--- src/rtl/solver_pkg.sv ---
// Shared Solver definitions: clause geometry, loader state encoding and the
// literal layout inside one clause word (also used by the Solver evaluator).
package solver_pkg;

    localparam int CLAUSE_BIT_WIDTH = 32;
    localparam int MAX_CLAUSES      = 16;
    localparam int INDEX_WIDTH      = $clog2(MAX_CLAUSES);
    localparam int COUNT_WIDTH      = INDEX_WIDTH + 1;

    localparam logic [COUNT_WIDTH-1:0] FULL_COUNT = COUNT_WIDTH'(MAX_CLAUSES);

    typedef enum logic [1:0] {
        ST_IDLE = 2'd0,
        ST_LOAD = 2'd1,
        ST_DONE = 2'd2
    } loader_state_e;

    // A clause word packs four literals; each literal is {negate, variable}.
    localparam int LIT_WIDTH       = 8;
    localparam int LITS_PER_CLAUSE = CLAUSE_BIT_WIDTH / LIT_WIDTH;
    localparam int LIT_VAR_WIDTH   = LIT_WIDTH - 1;
    localparam int LIT_NEG_BIT     = LIT_WIDTH - 1;

    typedef logic [CLAUSE_BIT_WIDTH-1:0] clause_t;
    typedef logic [LIT_WIDTH-1:0]        literal_t;

    function automatic literal_t clause_literal(input clause_t c, input logic [1:0] slot);
        return c[int'(slot)*LIT_WIDTH +: LIT_WIDTH];
    endfunction

    function automatic logic literal_negated(input literal_t lit);
        return lit[LIT_NEG_BIT];
    endfunction

    function automatic logic [LIT_VAR_WIDTH-1:0] literal_var(input literal_t lit);
        return lit[LIT_VAR_WIDTH-1:0];
    endfunction

endpackage

--- src/rtl/clause_loader_if.sv ---
// Clause stream plus Solver read port between the upstream/Solver side
// (master) and the clause loader (slave).
interface clause_loader_if;
    import solver_pkg::*;

    logic                         in_start;
    logic                         in_clause_valid;
    logic [CLAUSE_BIT_WIDTH-1:0]  in_clause;
    logic                         in_clause_last;
    logic                         out_clause_ready;
    logic                         out_load_done;
    logic                         out_overflow;
    logic [INDEX_WIDTH:0]         out_num_clauses;
    logic [INDEX_WIDTH-1:0]       in_rd_index;
    logic [CLAUSE_BIT_WIDTH-1:0]  out_rd_clause;
    logic                         out_rd_valid;

    modport master (
        output in_start, in_clause_valid, in_clause, in_clause_last, in_rd_index,
        input  out_clause_ready, out_load_done, out_overflow, out_num_clauses,
               out_rd_clause, out_rd_valid
    );

    modport slave (
        input  in_start, in_clause_valid, in_clause, in_clause_last, in_rd_index,
        output out_clause_ready, out_load_done, out_overflow, out_num_clauses,
               out_rd_clause, out_rd_valid
    );

endinterface

--- src/rtl/clause_ram.sv ---
// Clause storage: one synchronous write port and one registered read port.
// Contents are deliberately not reset so the array maps onto block RAM.
module clause_ram
    import solver_pkg::*;
#(
    parameter int DEPTH = MAX_CLAUSES,
    parameter int WIDTH = CLAUSE_BIT_WIDTH,
    parameter int AW    = $clog2(DEPTH)
) (
    input  logic             clk,
    input  logic             we,
    input  logic [AW-1:0]    waddr,
    input  logic [WIDTH-1:0] wdata,
    input  logic [AW-1:0]    raddr,
    output logic [WIDTH-1:0] rdata
);

    logic [WIDTH-1:0] mem [DEPTH];
    logic [WIDTH-1:0] rdata_q;

    always_ff @(posedge clk) begin
        if (we) begin
            mem[waddr] <= wdata;
        end
    end

    always_ff @(posedge clk) begin
        rdata_q <= mem[raddr];
    end

    assign rdata = rdata_q;

endmodule

--- src/rtl/clause_loader.sv ---
// Loads a clause set from an upstream valid/ready stream into clause RAM and
// serves indexed reads to the Solver once the set is complete.
module clause_loader
    import solver_pkg::*;
(
    input  logic              clk,
    input  logic              rst_n,
    clause_loader_if.slave    bus
);

    loader_state_e            state_q, state_d;
    logic [COUNT_WIDTH-1:0]   count_q, count_d;
    logic                     overflow_q, overflow_d;
    logic                     rd_valid_q, rd_valid_d;

    logic                     ready;
    logic                     handshake;
    logic                     ram_we;
    logic [INDEX_WIDTH-1:0]   ram_waddr;
    logic [CLAUSE_BIT_WIDTH-1:0] ram_rdata;

    assign ready     = (state_q == ST_LOAD) && (count_q < FULL_COUNT);
    assign handshake = bus.in_clause_valid && ready;
    // Count never reaches FULL_COUNT while a write is possible, so the low bits address the slot.
    assign ram_waddr = count_q[INDEX_WIDTH-1:0];

    always_ff @(posedge clk) begin
        if (!rst_n) begin
            state_q    <= ST_IDLE;
            count_q    <= '0;
            overflow_q <= 1'b0;
            rd_valid_q <= 1'b0;
        end else begin
            state_q    <= state_d;
            count_q    <= count_d;
            overflow_q <= overflow_d;
            rd_valid_q <= rd_valid_d;
        end
    end

    always_comb begin
        state_d    = state_q;
        count_d    = count_q;
        overflow_d = overflow_q;
        ram_we     = 1'b0;

        case (state_q)
            ST_IDLE: begin
                if (bus.in_start) begin
                    state_d    = ST_LOAD;
                    count_d    = '0;
                    overflow_d = 1'b0;
                end
            end
            ST_LOAD: begin
                // A restart wins over a same-cycle beat; that beat is dropped.
                if (bus.in_start) begin
                    count_d = '0;
                end else if (handshake) begin
                    ram_we  = 1'b1;
                    count_d = count_q + COUNT_WIDTH'(1);
                    if (bus.in_clause_last) begin
                        state_d = ST_DONE;
                    end
                end else if (bus.in_clause_valid) begin
                    overflow_d = 1'b1;
                    state_d    = ST_DONE;
                end
            end
            ST_DONE: begin
                if (bus.in_start) begin
                    state_d    = ST_LOAD;
                    count_d    = '0;
                    overflow_d = 1'b0;
                end
            end
            default: begin
                state_d = ST_IDLE;
                count_d = '0;
            end
        endcase
    end

    // No writes happen in DONE, so a DONE-qualified read never races a write.
    always_comb begin
        rd_valid_d = (state_q == ST_DONE) && ({1'b0, bus.in_rd_index} < count_q);
    end

    clause_ram #(
        .DEPTH (MAX_CLAUSES),
        .WIDTH (CLAUSE_BIT_WIDTH),
        .AW    (INDEX_WIDTH)
    ) u_ram (
        .clk   (clk),
        .we    (ram_we),
        .waddr (ram_waddr),
        .wdata (bus.in_clause),
        .raddr (bus.in_rd_index),
        .rdata (ram_rdata)
    );

    assign bus.out_clause_ready = ready;
    assign bus.out_load_done    = (state_q == ST_DONE);
    assign bus.out_overflow     = overflow_q;
    assign bus.out_num_clauses  = count_q;
    assign bus.out_rd_valid     = rd_valid_q;
    assign bus.out_rd_clause    = rd_valid_q ? ram_rdata : '0;

endmodule

--- src/flat_wrapper.sv ---
// flat-port wrapper written by rule: the top's interface ports become plain ports
module clause_loader_flat import solver_pkg::*;
  (clk, rst_n, bus_in_start, bus_in_clause_valid, bus_in_clause, bus_in_clause_last, bus_in_rd_index, bus_out_clause_ready, bus_out_load_done, bus_out_overflow, bus_out_num_clauses, bus_out_rd_clause, bus_out_rd_valid);
  clause_loader_if bus_i ();
  input  logic clk;
  input  logic rst_n;
  input wire logic [$bits(bus_i.in_start)-1:0] bus_in_start;
  input wire logic [$bits(bus_i.in_clause_valid)-1:0] bus_in_clause_valid;
  input wire logic [$bits(bus_i.in_clause)-1:0] bus_in_clause;
  input wire logic [$bits(bus_i.in_clause_last)-1:0] bus_in_clause_last;
  input wire logic [$bits(bus_i.in_rd_index)-1:0] bus_in_rd_index;
  output wire logic [$bits(bus_i.out_clause_ready)-1:0] bus_out_clause_ready;
  output wire logic [$bits(bus_i.out_load_done)-1:0] bus_out_load_done;
  output wire logic [$bits(bus_i.out_overflow)-1:0] bus_out_overflow;
  output wire logic [$bits(bus_i.out_num_clauses)-1:0] bus_out_num_clauses;
  output wire logic [$bits(bus_i.out_rd_clause)-1:0] bus_out_rd_clause;
  output wire logic [$bits(bus_i.out_rd_valid)-1:0] bus_out_rd_valid;
  assign bus_i.in_start = bus_in_start;
  assign bus_i.in_clause_valid = bus_in_clause_valid;
  assign bus_i.in_clause = bus_in_clause;
  assign bus_i.in_clause_last = bus_in_clause_last;
  assign bus_i.in_rd_index = bus_in_rd_index;
  assign bus_out_clause_ready = bus_i.out_clause_ready;
  assign bus_out_load_done = bus_i.out_load_done;
  assign bus_out_overflow = bus_i.out_overflow;
  assign bus_out_num_clauses = bus_i.out_num_clauses;
  assign bus_out_rd_clause = bus_i.out_rd_clause;
  assign bus_out_rd_valid = bus_i.out_rd_valid;
  clause_loader u_core (.clk(clk), .rst_n(rst_n), .bus(bus_i));
endmodule
--- config.mk ---
export PLATFORM = sky130hd
export DESIGN_NAME = clause_loader_flat
export DESIGN_NICKNAME = d
export VERILOG_FILES = /design/src/rtl/solver_pkg.sv /design/src/rtl/clause_loader_if.sv /design/src/rtl/clause_ram.sv /design/src/rtl/clause_loader.sv /design/src/flat_wrapper.sv
export SDC_FILE = /design/constraint.sdc
export NUM_CORES = 1
export LEC_CHECK = 0
export ABC_CLOCK_PERIOD_IN_PS = 8850
export CORE_MARGIN = 4
export CORE_UTILIZATION = 55
export CTS_CLUSTER_DIAMETER = 60
export DETAILED_ROUTE_END_ITERATION = 8
export PLACE_DENSITY = 0.73
export SYNTH_ARGS = -nofsm -noshare
export SYNTH_HDL_FRONTEND = slang
export SYNTH_SLANG_ARGS = --single-unit
export TNS_END_PERCENT = 50
--- constraint.sdc ---
create_clock -name clk -period 8.85 [get_ports clk]
set_input_delay 0.885 -clock clk [delete_from_list [all_inputs] [get_ports clk]]
set_output_delay 0.885 -clock clk [all_outputs]
set_load 0.03 [all_outputs]
==> results of run 1 <==
==> layer usage <==
metal  vias up  track usage  share of wire
li1       4140            -              -
met1      5134        0.292           0.41
met2       335        0.344           0.51
met3        56       0.0369          0.059
met4         4       0.0488          0.016
met5         -            0        0.00075
==> critical path: stages <==
cell and delay [ns]:
clkdlybuf4s50_1 0.52, nor3b_2 0.33, and2_1 0.27, nand2_1 0.25, nor3_2 0.98, buf_4 0.54
==> worst min path at each step <==
stage                         endpoint               startpoint  depth (start not counted)  slack (ns)
2_1_floorplan        u_core.state_q[0]        u_core.state_q[0]                          3        0.61
3_3_place_gp   u_core.bus.out_overflow  u_core.bus.out_overflow                          2        0.48
3_5_place_dp   u_core.bus.out_overflow  u_core.bus.out_overflow                          2        0.49
4_1_cts        u_core.bus.out_overflow  u_core.bus.out_overflow                          2        0.50
5_1_grt        u_core.bus.out_overflow  u_core.bus.out_overflow                          2        0.52
6_report       u_core.bus.out_overflow  u_core.bus.out_overflow                          2        0.50
==> state kept, by name (all words and copies together) (netlist names) <==
signal / count
u_core.bus.out_num_clauses: 5
u_core.bus.out_overflow: 1
u_core.bus.out_rd_valid: 1
u_core.state_q: 2
u_core.u_ram.mem: 512
u_core.u_ram.rdata: 32
==> per-stage QoR <==
step                       util  power (mW)  std cells  hold slack (ns)  setup slack (ns)
after global routing      0.647        5.47       1570            0.517              5.13
after detailed placement  0.600        3.13       1468            0.493              4.72
final                     0.647        5.29       1570            0.499              5.27
after CTS                 0.647        5.34       1570            0.499              5.21
after floorplan               -        3.05        944            0.606              4.72
after global placement    0.600        3.13       1468            0.476              4.80
==> area by class of cell <==
| type | instances | area, um2 | share of cell area |
|---|---|---|---|
| Clock buffer | 87 | 1610 | 0.0676 |
| Clock inverter | 15 | 129 | 0.00541 |
| Inverter | 6 | 22.5 | 0.000946 |
| Multi-Input combinational cell | 335 | 4270 | 0.179 |
| Sequential cell | 553 | 16200 | 0.680 |
| Tap cell | 468 | 586 | 0.0246 |
| Timing Repair Buffer | 106 | 1000 | 0.0420 |
==> cells in the final DEF, fill, tap and decap left out, drive strengths merged, types with 2 or more instances in the layout <==
cell type      instances
clkinv                10
o21ai                  7
nand2b                 2
inv                    8
nor2                  16
a21boi                 3
and2                  34
a22oi                 64
nor2b                  4
clkdlybuf4s50         79
a21o                   2
bufinv                 2
buf                   26
ha                     7
nand2                 47
dfxtp                 41
nor3b                  3
edfxtp               512
mux4                 128
nand3                  6
nor3                   4
clkbuf                88
a21oi                  3
==> cell usage after synthesis, drive strengths merged <==
cell	number	share of area
inv	6	0.0011
o21ai	7	0.0017
nor3b	3	0.0013
edfxtp	512	0.75
nand3	6	0.0015
nor2b	4	0.0012
nand2	47	0.0086
nor3	4	0.00097
nand2b	2	0.00061
a31oi	1	0.00030
nor2	16	0.0029
buf	23	0.0066
mux2i	1	0.00049
a21o	2	0.00073
o21a	1	0.00036
a21boi	3	0.0011
and3	1	0.00030
and2	34	0.010
clkbuf	27	0.0049
a22oi	64	0.023
a21oi	3	0.00073
o211ai	1	0.00036
ha	7	0.0043
dfxtp	41	0.040
mux4	128	0.14
==> cells by family (layout without fill, tap and decap cells) <==
group / Yosys count / after routing / share of synthesized area
AOI/OAI and AO/OA: 82 / 82 / 0.0286
adders and majority gates: 7 / 7 / 0.00425
and+or+nand+nor: 117 / 117 / 0.0277
muxes: 129 / 129 / 0.140
buffers and inverters: 56 / 214 / 0.0126
DFF: 553 / 553 / 0.786
==> power by group <==
part           internal (mW)  switching (mW)  total [mW]
sequential              2.87         0.00710        2.88
combinational         0.0851           0.108       0.193
clock                   1.30           0.916        2.22
total                   4.26            1.03        5.29
==> impl_metrics.ini, run 1 <==
[drt]
wire_per_inst_um = 26.4
final_antenna_net_count = 0
first_pass_iters = 5
routed_wl_um = 41400
vias = 9669
via_per_inst = 6.16
drcViolationCount = 0
drtIter0Drc = 944

[global_route]
grt.overflow.total = 0
first_global_vias = 9922
grt_pass1_wl_um = 63200
antenna_found_initial = 2
track_usage = 0.206
grt_max_degree = 73

[sta]
clock.fmax_ghz = 0.280
worst_pin_slew_ns = 1.22
tns_ns = 0
drv_slew = 0
hold_violations = 0
slew_headroom = 0.182
skew_ns = 0.0139
timing.final.crit_period_ns = 3.58
period_share = 0.404
grt_setup_unrepaired = no
setup_viol = 0

[synth]
ys_types = 28
netlist_area_um2 = 20600
syn_inst = 944
ys_seq_area_frac = 0.786
syn_nets = 992
ys_seq_elements = 553
yosys_warnings = 0
avgSynthCellArea_um2 = 21.8

[finish]
fin_area_um2 = 23800
diodes = 0
layout-drive-gt1-share = 0.227
fin_nets = 1105
n_fill_cell = 2384
area_growth_syn_to_layout_pct = 15.6

[worst_setup_path]
reg2reg_to = u_core.u_ram.mem[1][13]
cp-start-kind = primary input
r2r_cells = 5
cp-end-kind = flip-flop
path_class = primary input to flip-flop
r2r_setup_slack_ns = 5.61
crit_fanout = 22
crit_required_ns = 9.07
arrival_ns = 3.80
cp-startpoint = bus_in_start
critPathCapture = u_core.u_ram.mem[1][13]
r2r-start = u_core.state_q[0]

[floorplan]
dieHeight_um = 202
start_util = 0.560
fp.dieW_um = 202
dieArea_um2 = 40600
core_um2 = 36800
ios = 82
core.rowCount = 70

[clock_tree]
post_cts_buffers = 0
cts_tree = yes
cts.sink_count = 553
htree_num_levels = 2
ctsLongestPathBuffers = 3
clock_latency_ns = 0.58
cts_hold_buf = 0
cts-root-buf = clkbuf_16
cts_buffers = 55
clk_pin_slew_ns = 0.06
cts_resized = 0

[place]
dpl_cell_area_um2 = 22100
dp_hpwl_um = 20600
portBuffers = 81
place_congestion = 0.739

[status]
status = completed

[power_and_ir_drop]
power.density_nw_per_um2 = 222
ir_drop_mv = 0.188
p_leak_nw = 7.59

[min_path]
min_path_type = flip-flop to flip-flop

[job]
drv_cap = 0
Power figures use the tool's default switching activity.
==> run 2, diff against run 1 <==
Settings changed: ABC_CLOCK_PERIOD_IN_PS 8850 to 3300.
Clock period 8.85 ns to 3.3 ns, I/O delays scaled along.
==> run 2 against run 1 <==
Against the previous run:
- sequential cell count did not move
- cell count rose by 0.96%
- clock skew fell by 0.0012 ns
- largest cell class unchanged
- largest power group unchanged
- highest routed layer is now met4
==> impl_metrics.ini, run 2 (synthesized netlist as in run 1, its figures left out) <==
[drt]
drcViolationCount = 0
final_antenna_net_count = 0
routed_wl_um = 39900
via_per_inst = 6.04
first_pass_iters = 5
vias = 9575
wire_per_inst_um = 25.2
drtIter0Drc = 822

[power_and_ir_drop]
power_switching_mw = 2.88
ir_drop_mv = 0.509
p_leak_nw = 7.82
seqPwrFrac = 0.517
power.density_nw_per_um2 = 615
combinationalPowerShare = 0.036
power_mw = 14.9
swShare = 0.193
p_int_mw = 12.0
power_frac_clock = 0.446

[global_route]
grt_max_degree = 54
grt_pass1_wl_um = 61700
grt.overflow.total = 0
track_usage = 0.200
antenna_found_initial = 1
first_global_vias = 10100

[clock_tree]
ctsLongestPathBuffers = 3
cts_resized = 0
cts_tree = yes
cts.sink_count = 553
clk_pin_slew_ns = 0.06
post_cts_buffers = 0
clock_latency_ns = 0.59
htree_num_levels = 2
cts_buffers = 55
cts-root-buf = clkbuf_16
cts_hold_buf = 0

[place]
portBuffers = 81
place_inst = 1482
place_congestion = 0.773
dp_hpwl_um = 23100

[sta]
grt_setup_unrepaired = no
setup_viol = 0
holdWs_ns = 0.421
timing.final.crit_period_ns = 2.77
period_share = 0.840
hold_violations = 0
skew_ns = 0.0128
drv_slew = 0
slew_headroom = 0.438
clock.fmax_ghz = 0.361
worst_pin_slew_ns = 0.843

[worst_setup_path]
reg2reg_to = u_core.u_ram.mem[0][16]
r2r_setup_slack_ns = 0.88
crit_fanout = 19
path_class = flip-flop to output pin
critPathCapture = bus_out_rd_clause[12]
cp_slowest_cell = dfxtp_1
r2r_cells = 5
cp-end-kind = output pin
cp_cell_sequence = buf_12 -> and2_1 -> clkdlybuf4s50_1
max_stage_delay_ns = 0.75
r2r-start = u_core.state_q[0]
cp-startpoint = u_core.bus.out_rd_valid
arrival_ns = 2.44
cp-start-kind = flip-flop
crit_required_ns = 2.97

[floorplan]
core.rowCount = 70
dieArea_um2 = 40600
core_um2 = 36800
fp.dieW_um = 202
dieHeight_um = 202
start_util = 0.560
ios = 82

[finish]
top_register = u_core.u_ram.mem
largest_reg_flops = 512
final_cell_mix = edfxtp_1, mux4_2, clkdlybuf4s50_1, a22oi_1, clkbuf_16
layout-drive-gt1-share = 0.253
fin_nets = 1119
diodes = 0
area_growth_syn_to_layout_pct = 17.9
final_cells = 1585
final_common_cell = edfxtp_1

[min_path]
hp-start = bus_in_clause_valid
holdPathStages = 3
min_path_type = primary input to flip-flop

[job]
drv_cap = 0

[status]
status = completed
run 2: changes by cell type in the layout (fill, tap and decap cells not counted), sizes merged:
cell and change:
clkbuf -19, bufinv +9, clkinv +9, clkinvlp +1, inv +1, buf +14
run 2: layer usage:
layer	track usage	wire length, um	vias up
li1	-	-	4172
met1	0.280	16400	5033
met2	0.332	20500	321
met3	0.0353	2370	49
met4	0.0559	733	0
met5	0	0	-
run 2: power groups by stage:
stage	clock network (mW)	logic [mW]	registers [mW]
3_5_place_dp	0	0.552	7.87
3_3_place_gp	0	0.539	7.87
6_report	6.66	0.544	7.72
2_1_floorplan	0	0.316	7.86
4_1_cts	6.79	0.556	7.72
5_1_grt	7.10	0.595	7.72
run 2: cell type report:
cell class | instances | area (um2)
Fill cell | 2341 | 12500
Clock inverter | 35 | 490
Timing Repair Buffer | 120 | 1200
Sequential cell | 553 | 16200
Multi-Input combinational cell | 335 | 4290
Inverter | 6 | 22.5
Clock buffer | 68 | 1500
Tap cell | 468 | 586
run 2: critical path, delay by kind of cell, from the launching register on:
kind	cells	cell delay (ns)
flops	1	0.75
buf+inv	2	0.93
simple gates	1	0.17
run 2: worst min-delay path by stage:
stage / slack (ns) / end
3_3_place_gp: 0.47 / u_core.bus.out_overflow
6_report: 0.42 / u_core.bus.out_overflow
5_1_grt: 0.43 / u_core.bus.out_overflow
3_5_place_dp: 0.48 / u_core.bus.out_overflow
4_1_cts: 0.39 / u_core.bus.out_overflow
2_1_floorplan: 0.43 / u_core.u_ram.mem[0][0]
run 2: stage by stage:
stage | setup TNS (ns) | setup WS, ns | util | cell area (um2)
global route | 0 | 0.323 | 0.660 | 24300
CTS | 0 | 0.373 | 0.660 | 24300
detailed placement | 0 | 0.541 | 0.606 | 22300
finish | 0 | 0.529 | 0.660 | 24300
global placement | 0 | 0.613 | 0.606 | 22300
floorplan | -27.12 | -0.424 | - | 20600
==> run 3, diff against run 2 <==
Settings changed: ABC_CLOCK_PERIOD_IN_PS 3300 to 2300, CORE_UTILIZATION 55 to 54, PLACE_DENSITY 0.73 to 0.75.
Clock period 3.3 ns to 2.3 ns, I/O delays scaled along.
==> run 3 against run 2 <==
Against the previous run:
- register-to-register slack lost 0.65 ns
- first-iteration DRC count grew 8.6%
- global-route usage grew 1.6 points
- sequential cell count is the same
- total power grew 40%
- cell count grew 5.0%
- final area grew 1.8%
- clock skew grew 0.010 ns
- wire length grew 10%
- via count grew 4.0%
- die area grew 1.8%
- setup slack lost 0.43 ns
- critical path type unchanged
==> impl_metrics.ini, run 3 (synthesized netlist as in run 1, its figures left out) <==
[worst_setup_path]
reg2reg_to = u_core.u_ram.mem[5][25]
r2r-start = u_core.state_q[0]
crit_fanout = 10
cp-end-kind = output pin
r2r_cells = 6
r2r_setup_slack_ns = 0.23
path_class = flip-flop to output pin
cp-start-kind = flip-flop
arrival_ns = 1.97
crit_required_ns = 2.07

[drt]
wire_per_inst_um = 26.4
first_pass_iters = 5
routed_wl_um = 44000
via_per_inst = 5.98
drcViolationCount = 0
drtIter0Drc = 893
vias = 9956
final_antenna_net_count = 0

[sta]
setup_viol = 0
slew_headroom = 0.518
timing.final.crit_period_ns = 2.20
grt_setup_unrepaired = no
skew_ns = 0.0229
worst_pin_slew_ns = 0.721
hold_violations = 0
period_share = 0.957
clock.fmax_ghz = 0.454
holdWs_ns = 0.302
drv_slew = 0
tns_ns = 0

[floorplan]
ios = 82
core_um2 = 37700
dieArea_um2 = 41300
start_util = 0.547
dieHeight_um = 203
core.rowCount = 71
fp.dieW_um = 203

[clock_tree]
htree_num_levels = 2
ctsLongestPathBuffers = 3
clock_latency_ns = 0.58
cts-root-buf = clkbuf_16
cts_buffers = 53
cts_resized = 0
cts.sink_count = 553
post_cts_buffers = 0
cts_hold_buf = 0
cts_tree = yes
clk_pin_slew_ns = 0.06

[place]
portBuffers = 81
place_inst = 1565
dp_hpwl_um = 27200
place_congestion = 0.797

[global_route]
antenna_found_initial = 0
grt_max_degree = 40
first_global_vias = 10600
grt_pass1_wl_um = 67100
track_usage = 0.217
grt.overflow.total = 0

[finish]
final_common_cell = edfxtp_1
diodes = 0
final_cell_mix = edfxtp_1, mux4_2, buf_4, a22oi_1, clkbuf_16
top_register = u_core.u_ram.mem
largest_reg_flops = 512
final_cells = 1665
layout-drive-gt1-share = 0.296
area_growth_syn_to_layout_pct = 20.0
fin_nets = 1157

[min_path]
hold-path-endpoint = u_core.u_ram.rdata[5]
holdPathStages = 4
hp-start = bus_in_rd_index[1]
min_path_type = primary input to flip-flop

[power_and_ir_drop]
p_leak_nw = 8.07
power.density_nw_per_um2 = 845
ir_drop_mv = 0.763

[status]
status = completed

[job]
drv_cap = 0
## run 3: cell types whose count changed in the layout (fill, tap and decap cells not counted), sizes merged, moves of 2 or more
cell,change
clkdlybuf4s50,-34
clkbuf,+5
inv,-2
buf,+73
bufinv,-3
clkinv,-2
## run 3: final cells by class
cell class / instances / area, um2
multi-input cells: 335 / 4310
fillers: 2415 / 12900
clock buffers: 73 / 1460
inverters: 6 / 22.5
clock inverters: 27 / 342
repair buffers: 160 / 1750
well taps: 511 / 639
flip-flops and latches: 553 / 16200
## run 3: how the worst max path moves through the flow
| stage | from | to |
|---|---|---|
| 5_1_grt | u_core.state_q[0] | bus_out_clause_ready |
| 3_5_place_dp | bus_in_clause_valid | u_core.u_ram.mem[7][25] |
| 6_report | u_core.state_q[0] | bus_out_clause_ready |
| 2_1_floorplan | u_core.bus.out_num_clauses[2] | u_core.u_ram.mem[13][0] |
| 4_1_cts | u_core.state_q[1] | bus_out_load_done |
| 3_3_place_gp | bus_in_start | u_core.u_ram.mem[7][26] |
## run 3: stage by stage
step	util	cell area (um2)	worst slack, ns	total power, mW
3_3_place_gp	0.608	22900	0.0405	12.2
2_1_floorplan	-	20700	-0.273	11.7
4_1_cts	0.656	24700	0.0115	21.0
6_report	0.656	24700	0.0989	20.9
3_5_place_dp	0.608	22900	0.0158	12.2
5_1_grt	0.656	24700	0.00903	21.5
## run 3: metal layers
metal | track usage | up-vias | routed length (um) | part of all wire
met3 | 0.0334 | 96 | 2620 | 0.059
li1 | - | 4253 | - | -
met2 | 0.381 | 396 | 23600 | 0.54
met5 | 0 | - | 0 | 0
met1 | 0.278 | 5211 | 16200 | 0.37
met4 | 0.0781 | 0 | 1550 | 0.035
## run 3: power by group
part | internal, mW | leakage (nW) | switching (mW)
logic | 0.393 | 2.25 | 0.499
clock network | 5.35 | 0.882 | 3.55
registers | 11.1 | 4.95 | 0.0285
total | 16.8 | 8.07 | 4.08
## run 3: worst max-delay path, cell delays in order, from the launching register on
cell             delay [ns]
dfxtp_1                0.47
nor3b_1                0.22
clkdlybuf4s50_1        0.70
